**config.mk**
```make
export PLATFORM = sky130hd
export DESIGN_NAME = uart_tx_fifo1
export DESIGN_NICKNAME = d
export VERILOG_FILES = /design/src/rtl/uart_tx_fifo1.sv
export SDC_FILE = /design/constraint.sdc
export NUM_CORES = 1
export LEC_CHECK = 0
export ABC_AREA = 1
export CORE_ASPECT_RATIO = 1.5
export CORE_UTILIZATION = 59
export CTS_BUF_LIST = sky130_fd_sc_hd__clkbuf_8
export CTS_CLUSTER_DIAMETER = 120
export DETAILED_ROUTE_END_ITERATION = 8
export GPL_TIMING_DRIVEN = 0
export PLACE_DENSITY = 0.91
export SLEW_MARGIN = 20
export SYNTH_ARGS = -nofsm -noshare
export SYNTH_HDL_FRONTEND = slang
export SYNTH_SLANG_ARGS = --single-unit
```
**constraint.sdc**
```tcl
create_clock -name clk -period 2.2 [get_ports clk]
set_input_delay 0.22 -clock clk [delete_from_list [all_inputs] [get_ports clk]]
set_output_delay 0.22 -clock clk [all_outputs]
set_load 0.005 [all_outputs]
```
**src/rtl/uart_tx_fifo1.sv**
```systemverilog
// uart_tx_fifo1: 8N1 UART transmitter with a one-byte holding register in front
// of the shifter, so the next byte can be accepted while a frame is going out.
//
// state | meaning
// IDLE  | line idle high, waiting for the holding register to fill
// START | start bit (low) for CPB cycles
// DATA  | eight data bits, LSB first, CPB cycles each
// STOP  | stop bit (high) for CPB cycles; may chain straight into START
module uart_tx_fifo1 #(
    parameter int CLK_MHZ = 12,
    parameter int BAUD    = 115200
) (
    input  logic       clk,
    input  logic       rst,
    input  logic [7:0] tx_data,
    input  logic       tx_valid,
    output logic       tx_ready,
    output logic       uart_tx,
    output logic       busy
);

    localparam int CPB   = (CLK_MHZ * 1000000 + BAUD / 2) / BAUD;
    localparam int CNT_W = $clog2(CPB);
    localparam logic [CNT_W-1:0] CNT_TOP = CNT_W'(CPB - 1);

    // Divisors below 4 leave too few cycles per bit for the registered line output.
    generate
        if (CPB < 4) begin : g_cpb_check
            $error("uart_tx_fifo1: cycles per bit %0d is below the minimum of 4", CPB);
        end
    endgenerate

    typedef enum logic [1:0] {IDLE, START, DATA, STOP} state_t;

    state_t           state, state_nxt;
    logic [CNT_W-1:0] cnt, cnt_nxt;
    logic [2:0]       idx, idx_nxt;
    logic [7:0]       shift, shift_nxt;
    logic [7:0]       hold, hold_nxt;
    logic             hold_full, hold_full_nxt;
    logic             tx_q, tx_nxt;
    logic             line_busy;
    logic             load;
    logic             accept;

    // State and datapath registers; reset aborts any frame and drops the held byte.
    always_ff @(posedge clk) begin
        if (rst) begin
            state     <= IDLE;
            cnt       <= '0;
            idx       <= '0;
            shift     <= '0;
            hold      <= '0;
            hold_full <= 1'b0;
            tx_q      <= 1'b1;
            line_busy <= 1'b0;
        end else begin
            state     <= state_nxt;
            cnt       <= cnt_nxt;
            idx       <= idx_nxt;
            shift     <= shift_nxt;
            hold      <= hold_nxt;
            hold_full <= hold_full_nxt;
            tx_q      <= tx_nxt;
            // The line lags the state by one flop, so busy is stretched to cover
            // the last stop-bit cycle still on the wire.
            line_busy <= (state != IDLE);
        end
    end

    // Next-state, bit timing, holding register handoff and line level.
    always_comb begin
        state_nxt     = state;
        cnt_nxt       = cnt;
        idx_nxt       = idx;
        shift_nxt     = shift;
        hold_nxt      = hold;
        hold_full_nxt = hold_full;
        tx_nxt        = 1'b1;
        load          = 1'b0;
        accept        = tx_valid & ~hold_full;

        case (state)
            IDLE: begin
                if (hold_full) load = 1'b1;
            end
            START: begin
                tx_nxt = 1'b0;
                if (cnt == '0) begin
                    state_nxt = DATA;
                    cnt_nxt   = CNT_TOP;
                    idx_nxt   = 3'd0;
                end else begin
                    cnt_nxt = cnt - CNT_W'(1);
                end
            end
            DATA: begin
                tx_nxt = shift[0];
                if (cnt == '0) begin
                    cnt_nxt   = CNT_TOP;
                    shift_nxt = {1'b0, shift[7:1]};
                    if (idx == 3'd7) state_nxt = STOP;
                    else             idx_nxt   = idx + 3'd1;
                end else begin
                    cnt_nxt = cnt - CNT_W'(1);
                end
            end
            STOP: begin
                if (cnt == '0) begin
                    if (hold_full) load = 1'b1;
                    else           state_nxt = IDLE;
                end else begin
                    cnt_nxt = cnt - CNT_W'(1);
                end
            end
            default: state_nxt = IDLE;
        endcase

        // Load needs a full register and accept needs an empty one, so they never collide.
        if (load) begin
            shift_nxt     = hold;
            hold_full_nxt = 1'b0;
            state_nxt     = START;
            cnt_nxt       = CNT_TOP;
        end
        if (accept) begin
            hold_nxt      = tx_data;
            hold_full_nxt = 1'b1;
        end
    end

    assign tx_ready = ~hold_full;
    assign uart_tx  = tx_q;
    assign busy     = line_busy | hold_full | (state != IDLE);

endmodule

```
# Word-level counts from Yosys, hierarchy flattened
# Cells that the tools add are included.
[classes]
div = 0
eq_ne = 17
shift = 0
n_addsub = 2
order_cmp = 0
bitwise_logic = 4
reduce_logical = 19
mul = 0
n_mux = 24
[ops]
columns = ["operator", "count"]
rows = [
  ["2-to-1 mux 8 bit", 3],
  ["2-to-1 mux 7 bit", 3],
  ["inequality test 3 bit, second input constant", 6],
  ["inequality test 2 bit, second input constant", 7],
  ["one-hot mux 7 bit (2 select lines)", 1],
  ["AND reduction 6 bit", 2],
  ["nonzero test 2 bit", 6],
  ["2-to-1 mux 2 bit", 5],
  ["2-to-1 mux 3 bit", 3],
  ["zero test 7 bit", 1],
  ["subtractor 7 x 1 -> 7 bit, second input constant", 1],
  ["one-hot mux 2 bit (3 select lines)", 1],
  ["one-hot mux 3 bit (2 select lines)", 1],
  ["AND reduction 2 bit", 3],
  ["nonzero test 3 bit", 2],
  ["2-to-1 mux 1 bit", 5],
  ["== test 2 bit, second input constant", 2],
  ["one-hot mux 1 bit (2 select lines)", 2],
  ["AND reduction 4 bit", 1],
  ["nonzero test 4 bit", 1],
  ["OR reduction 2 bit", 2],
  ["adder 3 x 1 -> 3 bit, second input constant", 1],
  ["== test 3 bit, second input constant", 1],
  ["== test 2 x 1 -> 1 bit, second input constant", 1],
  ["other kinds (4)", 5],
]
[word_totals]
wordCells = 76
ff_bits = 31
latchBits = 0
n_memories = 0
rom_bits = 0
ram_bits = 0

# Logic depth before layout (Yosys ltp)
# Gate-level depths: netlist of the first run.
[depth]
depth_word = 5
mapped_depth = 12

# Worst setup path before layout of the first run
# OpenSTA, ideal clock, no wires.
[synth_timing]
path_type = "register -> register"
startpoint = "register state[0]"
endpoint = "register cnt[0]"
n_path_buf = 0
setup_slack_ps = 625
setup_time_ps = 110
synth_period_minus_slack_ps = 1575
stages_incl_launch_ff = 10
arrival_time_ps = 1465
cell_sequence = "dfxtp_1 > inv_1 > ha_1 > nor2_1 > o21bai_4 > inv_1 > o21ai_0 > o211ai_1 > nand2_1 > inv_1"
[synth_via]
elab_chain_cells = 4
word_cells_on_any_way = 11
[synth_lines]
columns = ["item", "line_no", "source"]
rows = [
  ["start: declaration", "35", "state_t state, state_nxt;"],
  ["start signal: assignment", "58", "state <= state_nxt;"],
  ["== test 2 bit, or another cell as far along", "83", "case (state)"],
  ["one-hot mux 1 bit (2 select lines) / OR reduction 2 bit (equally long branches)", "-", ""],
  ["inequality test 3 bit (no line), or another cell as far along", "-", ""],
  ["AND reduction 2 bit (no line) / 2-to-1 mux 7 bit (equally long branches)", "-", ""],
  ["end signal: assignment", "59", "cnt <= cnt_nxt;"],
  ["end: declaration", "36", "logic [CNT_W-1:0] cnt, cnt_nxt;"],
]
# Several ways; a longest one is shown, not always the timed one.
# A chain may end at the register's enable or synchronous reset.

# Worst setup path in the final report of the first run
[layout_timing]
startpoint = "register state[0]"
endpoint = "output busy"
[layout_via]
elab_chain_cells = 2
[layout_lines]
columns = ["item", "line_no", "source"]
rows = [
  ["nonzero test 2 bit", "134", "assign busy = line_busy | hold_full | (state != IDLE);"],
  ["OR 1 bit", "134", ""],
  ["end: declaration", "19", "output logic busy"],
]
# Every way passes these cells.

==> reports/qor.yml, run 1 <==
yosys-top-cells-area: "dfxtp_1, nand2_1, ha_1"
dr.pass1.iters: 4
hp-class: "reg2reg"
synthXorXnorAreaFrac_pct: 1.107
drcViolationCount: 0
peakVddDrop_v: 0.001107
powerDensity_nw_per_um2: 1480
fmax_mhz: 534.3
cts_resized: 0
drv_cap: 0
synth_cell_types: 29
io-pin-count: 14
grt_pass1_wl_mm: 6.051
cts_setup_buffers: 0
vias: 1449
end_kind: "output pin"
maxSlewHeadroom_pct: 64.03
slowest_delay_ps: 490
cts_tree: "built"
grt_pass1_vias: 1460
clock_latency_ps: 290
synth_compound_area_share_pct: 18.89
netSwitchingFraction_pct: 41.81
tightest_slew_ps: 539.6
p_int_mw: 1.615
dieArea_sq_um: 2898
syn_area_sq_um: 1583
crit_arrival_ps: 1650
cts_buffers: 5
hold_slack_ps: 454.8
port-buffer-count: 13
min_period_over_period_pct: 85.07
async_flop_share_pct: 0
final_max_slew_viol_count: 0
yosysSeqAreaShare_pct: 39.21
p_leak_nw: 0.8445
synthAdderAreaFrac_pct: 7.115
synth_commonest_cells: "nand2_1, dfxtp_1, nor2_1"
synthFlopType: "dfxtp_1"
wl_per_cell_um: 12.52
fin_skew_ps: 9.549
path_max_fanout: 5
synth_area_leader_cell: "dfxtp_1"
gp_congestion: 0.8352
fin_nets: 258
tns_ps: 0
crit_family: "buffers and inverters"
synth_warnings: 0
grt_max_degree: 11
synthMuxAreaShare_pct: 0
syn-num-nets: 238
rsz0062_at_grt: "false"
initial_utilization_pct: 63.19
coreArea_sq_um: 2505
fp-row-count: 22
critPathKind: "reg2out"
postCtsHoldBufs: 0
dieWidth_um: 44.29
power_frac_clock_pct: 21.1
worst_ep_required_time_ps: 1980
cts-root-buf: "clkbuf_8"
ant_nets: 0
track_usage_pct: 28.43
htree_levels: 2
antenna_found_initial: 0
pwr-share-comb_pct: 47.9
gr-total-overflow: 0
p_switching_mw: 1.160
detail_route.iter0.violations: 51
cts_buffer_depth: 2
path_buf_inv: 2
postSynthAreaPerCell_sq_um: 7.260
drive_above_1_share_pct: 9.623
antennaDiodeCount: 0
wl_mm: 3.444
yosysTopAreaCellShare_pct: 39.21
cts.clk_slew.worst_paths_ps: 70
yosysMostFrequentCell: "nand2_1"
syn_inst: 218
synth-simple-area-share_pct: 24.66
seq_power_share_pct: 31.0
place_hpwl_mm: 2.368
synth_top_family_by_area: "simple AND/OR/NAND/NOR gates"
report.final.hold_viol_count: 0
cts_num_sinks: 31
dieHeight_um: 65.44
start_kind: "flip-flop"
setup_viol: 0
via_per_inst: 5.269
crit_chain: "inv_1 -> ha_1 -> nand2_1 -> clkdlybuf4s50_1"
finalCriticalPeriod_ps: 1872
synth-seq-cells: 31
slowest_stage: "clkdlybuf4s50_1"
area_growth_pct: 18.50
outcome: "finished clean"
synth-edff-count: 0
[state kept, by name (all words and copies together), names as in the netlist]
name,cells
cnt,7
idx,3
hold,8
line_busy,1
shift,8
hold_full,1
state,2
uart_tx,1
[cells in the final DEF, fill, tap and decap left out, types with 2 or more instances in the layout]
master and count:
a21oi_1 16, buf_6 2, clkbuf_1 3, clkbuf_8 6, clkdlybuf4s50_1 13, dfxtp_1 31, ha_1 9, inv_1 28
nand2_1 46, nand3_1 4, nor2_1 30, nor2_2 2, o211ai_1 2, o21ai_0 21, o21ai_1 7, xor2_1 2
[layer usage]
layer,wire length (um),vias to the layer above,part of all wire (%),GRT usage (%)
met5,0,-,0,0
met4,111,0,3.2,18.18
met3,144,11,4.2,7.143
met2,1829,43,53,48.35
met1,1359,656,39,29.98
li1,-,739,-,-
[logic make-up (layout without fill, tap and decap cells)]
family | Yosys count | in the layout
DFF | 31 | 31
adders and majority gates | 9 | 9
AOI/OAI and AO/OA | 52 | 52
buffers and inverters | 34 | 55
xor gates and xnor gates | 2 | 2
and+or+nand+nor | 90 | 90
[worst paths after layout]
path / cells after the start / from / endpoint / slack, ps
min reg2reg: 2 / hold[2] / hold[2] / 450
max reg2reg: 9 / state[0] / cnt[5] / 400
min: 2 / hold[2] / hold[2] / 450
max: 4 / state[0] / busy / 330
[power groups by stage]
stage	clock network, mW	registers (mW)	logic (mW)
after floorplan	0	0.840	1.04
after global placement	0	0.863	1.28
after detailed placement	0	0.870	1.31
after CTS	0.586	0.860	1.33
after global routing	0.613	0.886	1.51
final	0.586	0.862	1.33
[through the flow]
step	util, %	setup WS [ps]	cell area, sq um	instances	power, mW
detailed placement	70.18	428.6	1758	267	2.180
floorplan	-	625.2	1583	218	1.879
CTS	74.88	334.3	1876	275	2.776
global route	74.88	237.7	1876	275	3.009
finish	74.88	328.4	1876	275	2.775
global placement	70.18	436.5	1758	267	2.139
[final cells by class]
class | count | area (sq um)
fill | 168 | 629.4
tap | 36 | 45.04
timing repair buffer | 13 | 130.1
clock inverter | 2 | 35.03
buffer | 5 | 33.78
multi-input combinational | 153 | 819.5
inverter | 29 | 108.9
sequential | 31 | 620.6
clock buffer | 6 | 82.58
[tightest hold or removal path, stage by stage, from the launching register on]
cell and delay (ps):
dfxtp_1 290, inv_1 60, a21oi_1 60
(Power assumes the default switching activity.)
==> run 2: changes to the inputs <==
- ABC_AREA: 1 -> unset
- GPL_TIMING_DRIVEN: 0 -> unset
==> reports/qor.yml, run 2 <==
yosysMostFrequentCell: "nand2_1"
port-buffer-count: 13
start_kind: "flip-flop"
reg_top3: "hold x8, shift x8, cnt x7"
finalCriticalPeriod_ps: 2088
yosys-top-cells-area: "dfxtp_1, nand2_1, a21oi_1"
slowest_delay_ps: 430
grt_pass1_wl_mm: 6.161
rsz0062_at_grt: "false"
async_flop_share_pct: 0
maxSlewHeadroom_pct: 58.42
crit_chain: "inv_1 -> ha_1 -> and3b_1 -> buf_4 -> a21o_1 -> o32ai_1 -> a21oi_1"
dieWidth_um: 44.44
grt_max_degree: 14
synth_warnings: 0
tns_ps: 0
vias: 1525
p_leak_nw: 0.7646
syn_inst: 205
rrSetupSlack_ps: 110
final_max_slew_viol_count: 0
cts-root-buf: "clkbuf_8"
hp-class: "reg2reg"
synth-edff-count: 0
power_mw: 2.375
report.final.hold_viol_count: 0
synth_commonest_cells: "nand2_1, dfxtp_1, a21oi_1"
postSynthAreaPerCell_sq_um: 7.776
crit_arrival_ps: 2260
track_usage_pct: 29.26
reg2reg_from: "state[1]"
wl_per_cell_um: 14.24
grt_pass1_vias: 1509
ant_nets: 0
fin_util_pct: 74.98
cts_buffers: 5
syn-num-nets: 225
antenna_found_initial: 0
path_max_fanout: 7
critPathLaunch: "state[1]"
cts_tree: "built"
fin_area_sq_um: 1878
fin_skew_ps: 6.440
syn_area_sq_um: 1594
drive_above_1_share_pct: 9.333
mostFrequentLayoutCells: "nand2_1, dfxtp_1, a21oi_1, inv_1, nor2_1"
instances_no_fill: 261
critPathKind: "reg2reg"
coreArea_sq_um: 2505
dieArea_sq_um: 2918
powerDensity_nw_per_um2: 1264
layout_commonest_cell: "nand2_1"
cts.clk_slew.worst_paths_ps: 70
detail_route.iter0.violations: 52
placed_area_sq_um: 1795
slowest_stage: "dfxtp_1"
dr.pass1.iters: 4
end_kind: "flip-flop"
gr-total-overflow: 0
place_hpwl_mm: 2.798
clock_latency_ps: 290
worstHoldStart: "hold[6]"
wl_mm: 3.717
gp_congestion: 0.8878
area_growth_pct: 17.82
fmax_mhz: 478.9
peakVddDrop_v: 0.0008445
fin_nets: 244
cts_setup_buffers: 0
setup_viol: 0
dp_cells: 253
fp-row-count: 22
min_period_over_period_pct: 94.91
yosysTopAreaCellShare_pct: 38.93
yosysSeqAreaShare_pct: 38.93
io-pin-count: 14
synth-seq-cells: 31
outcome: "finished clean"
initial_utilization_pct: 63.64
drcViolationCount: 0
synthFlopType: "dfxtp_1"
synth_area_leader_cell: "dfxtp_1"
drv_cap: 0
via_per_inst: 5.843
dieHeight_um: 65.66
tightest_slew_ps: 622.4
synth_cell_types: 39
antennaDiodeCount: 0
htree_levels: 2
cts_num_sinks: 31
worst_ep_required_time_ps: 2370
cts_buffer_depth: 2
## run 2: layout make-up
class,instances,area (sq um)
Tap cell,36,45.04
Clock inverter,3,12.51
Clock buffer,5,68.82
Multi-Input combinational cell,150,879.6
Fill cell,186,626.9
Inverter,14,52.55
Sequential cell,31,621.8
Timing Repair Buffer,22,197.7
## run 2: final timing paths
path / depth (start not counted) / endpoint
max: 7 / state[0]
min: 2 / shift[6]
max reg2reg: 7 / state[0]
min reg2reg: 2 / shift[6]
## run 2: worst max-delay path: cells and delay by family, from the launching register on
kind	cells	cell delay [ps]
AOI/OAI and AO/OA	3	660
and+or+nand+nor	1	230
adders and majority gates	1	380
buffers and inverters	2	250
DFF	1	430
## run 2: timing repair
item / in CTS / in global routing
hold buffers: 0 / 0
endpoints found under the setup margin: 0 / 4
endpoints found under the hold margin: 0 / 0
gates resized for setup: 0 / 1
## run 2: layer usage
layer	global-route usage, %	vias to the layer above	wire length (um)
li1	-	758	-
met1	29.45	711	1404
met2	51.84	47	2046
met3	7.143	9	168
met4	17.80	0	97
met5	0	-	0
## run 2: kinds of logic after synthesis
kind of cell	synth area share [%]
AO/OA/AOI/OAI	24.49
adder cells (fa/ha/maj)	7.064
buffers and inverters	5.887
flip-flops	38.93
multiplexers	0.6280
AND/OR/NAND/NOR	23.00
## run 2: metrics by stage
stage / setup slack (ps) / hold WS (ps)
after floorplan: 99.11 / 356.0
after global placement: 254.3 / 430.5
after detailed placement: 132.8 / 429.3
after CTS: 106.4 / 438.2
after global routing: 18.69 / 456.1
final: 112.0 / 434.9
## run 2: where the power goes
group	internal (mW)	switching [mW]	total (mW)	leakage, nW
clock network	0.212	0.219	0.431	0.0505
logic	0.478	0.621	1.10	0.459
registers	0.714	0.131	0.845	0.255
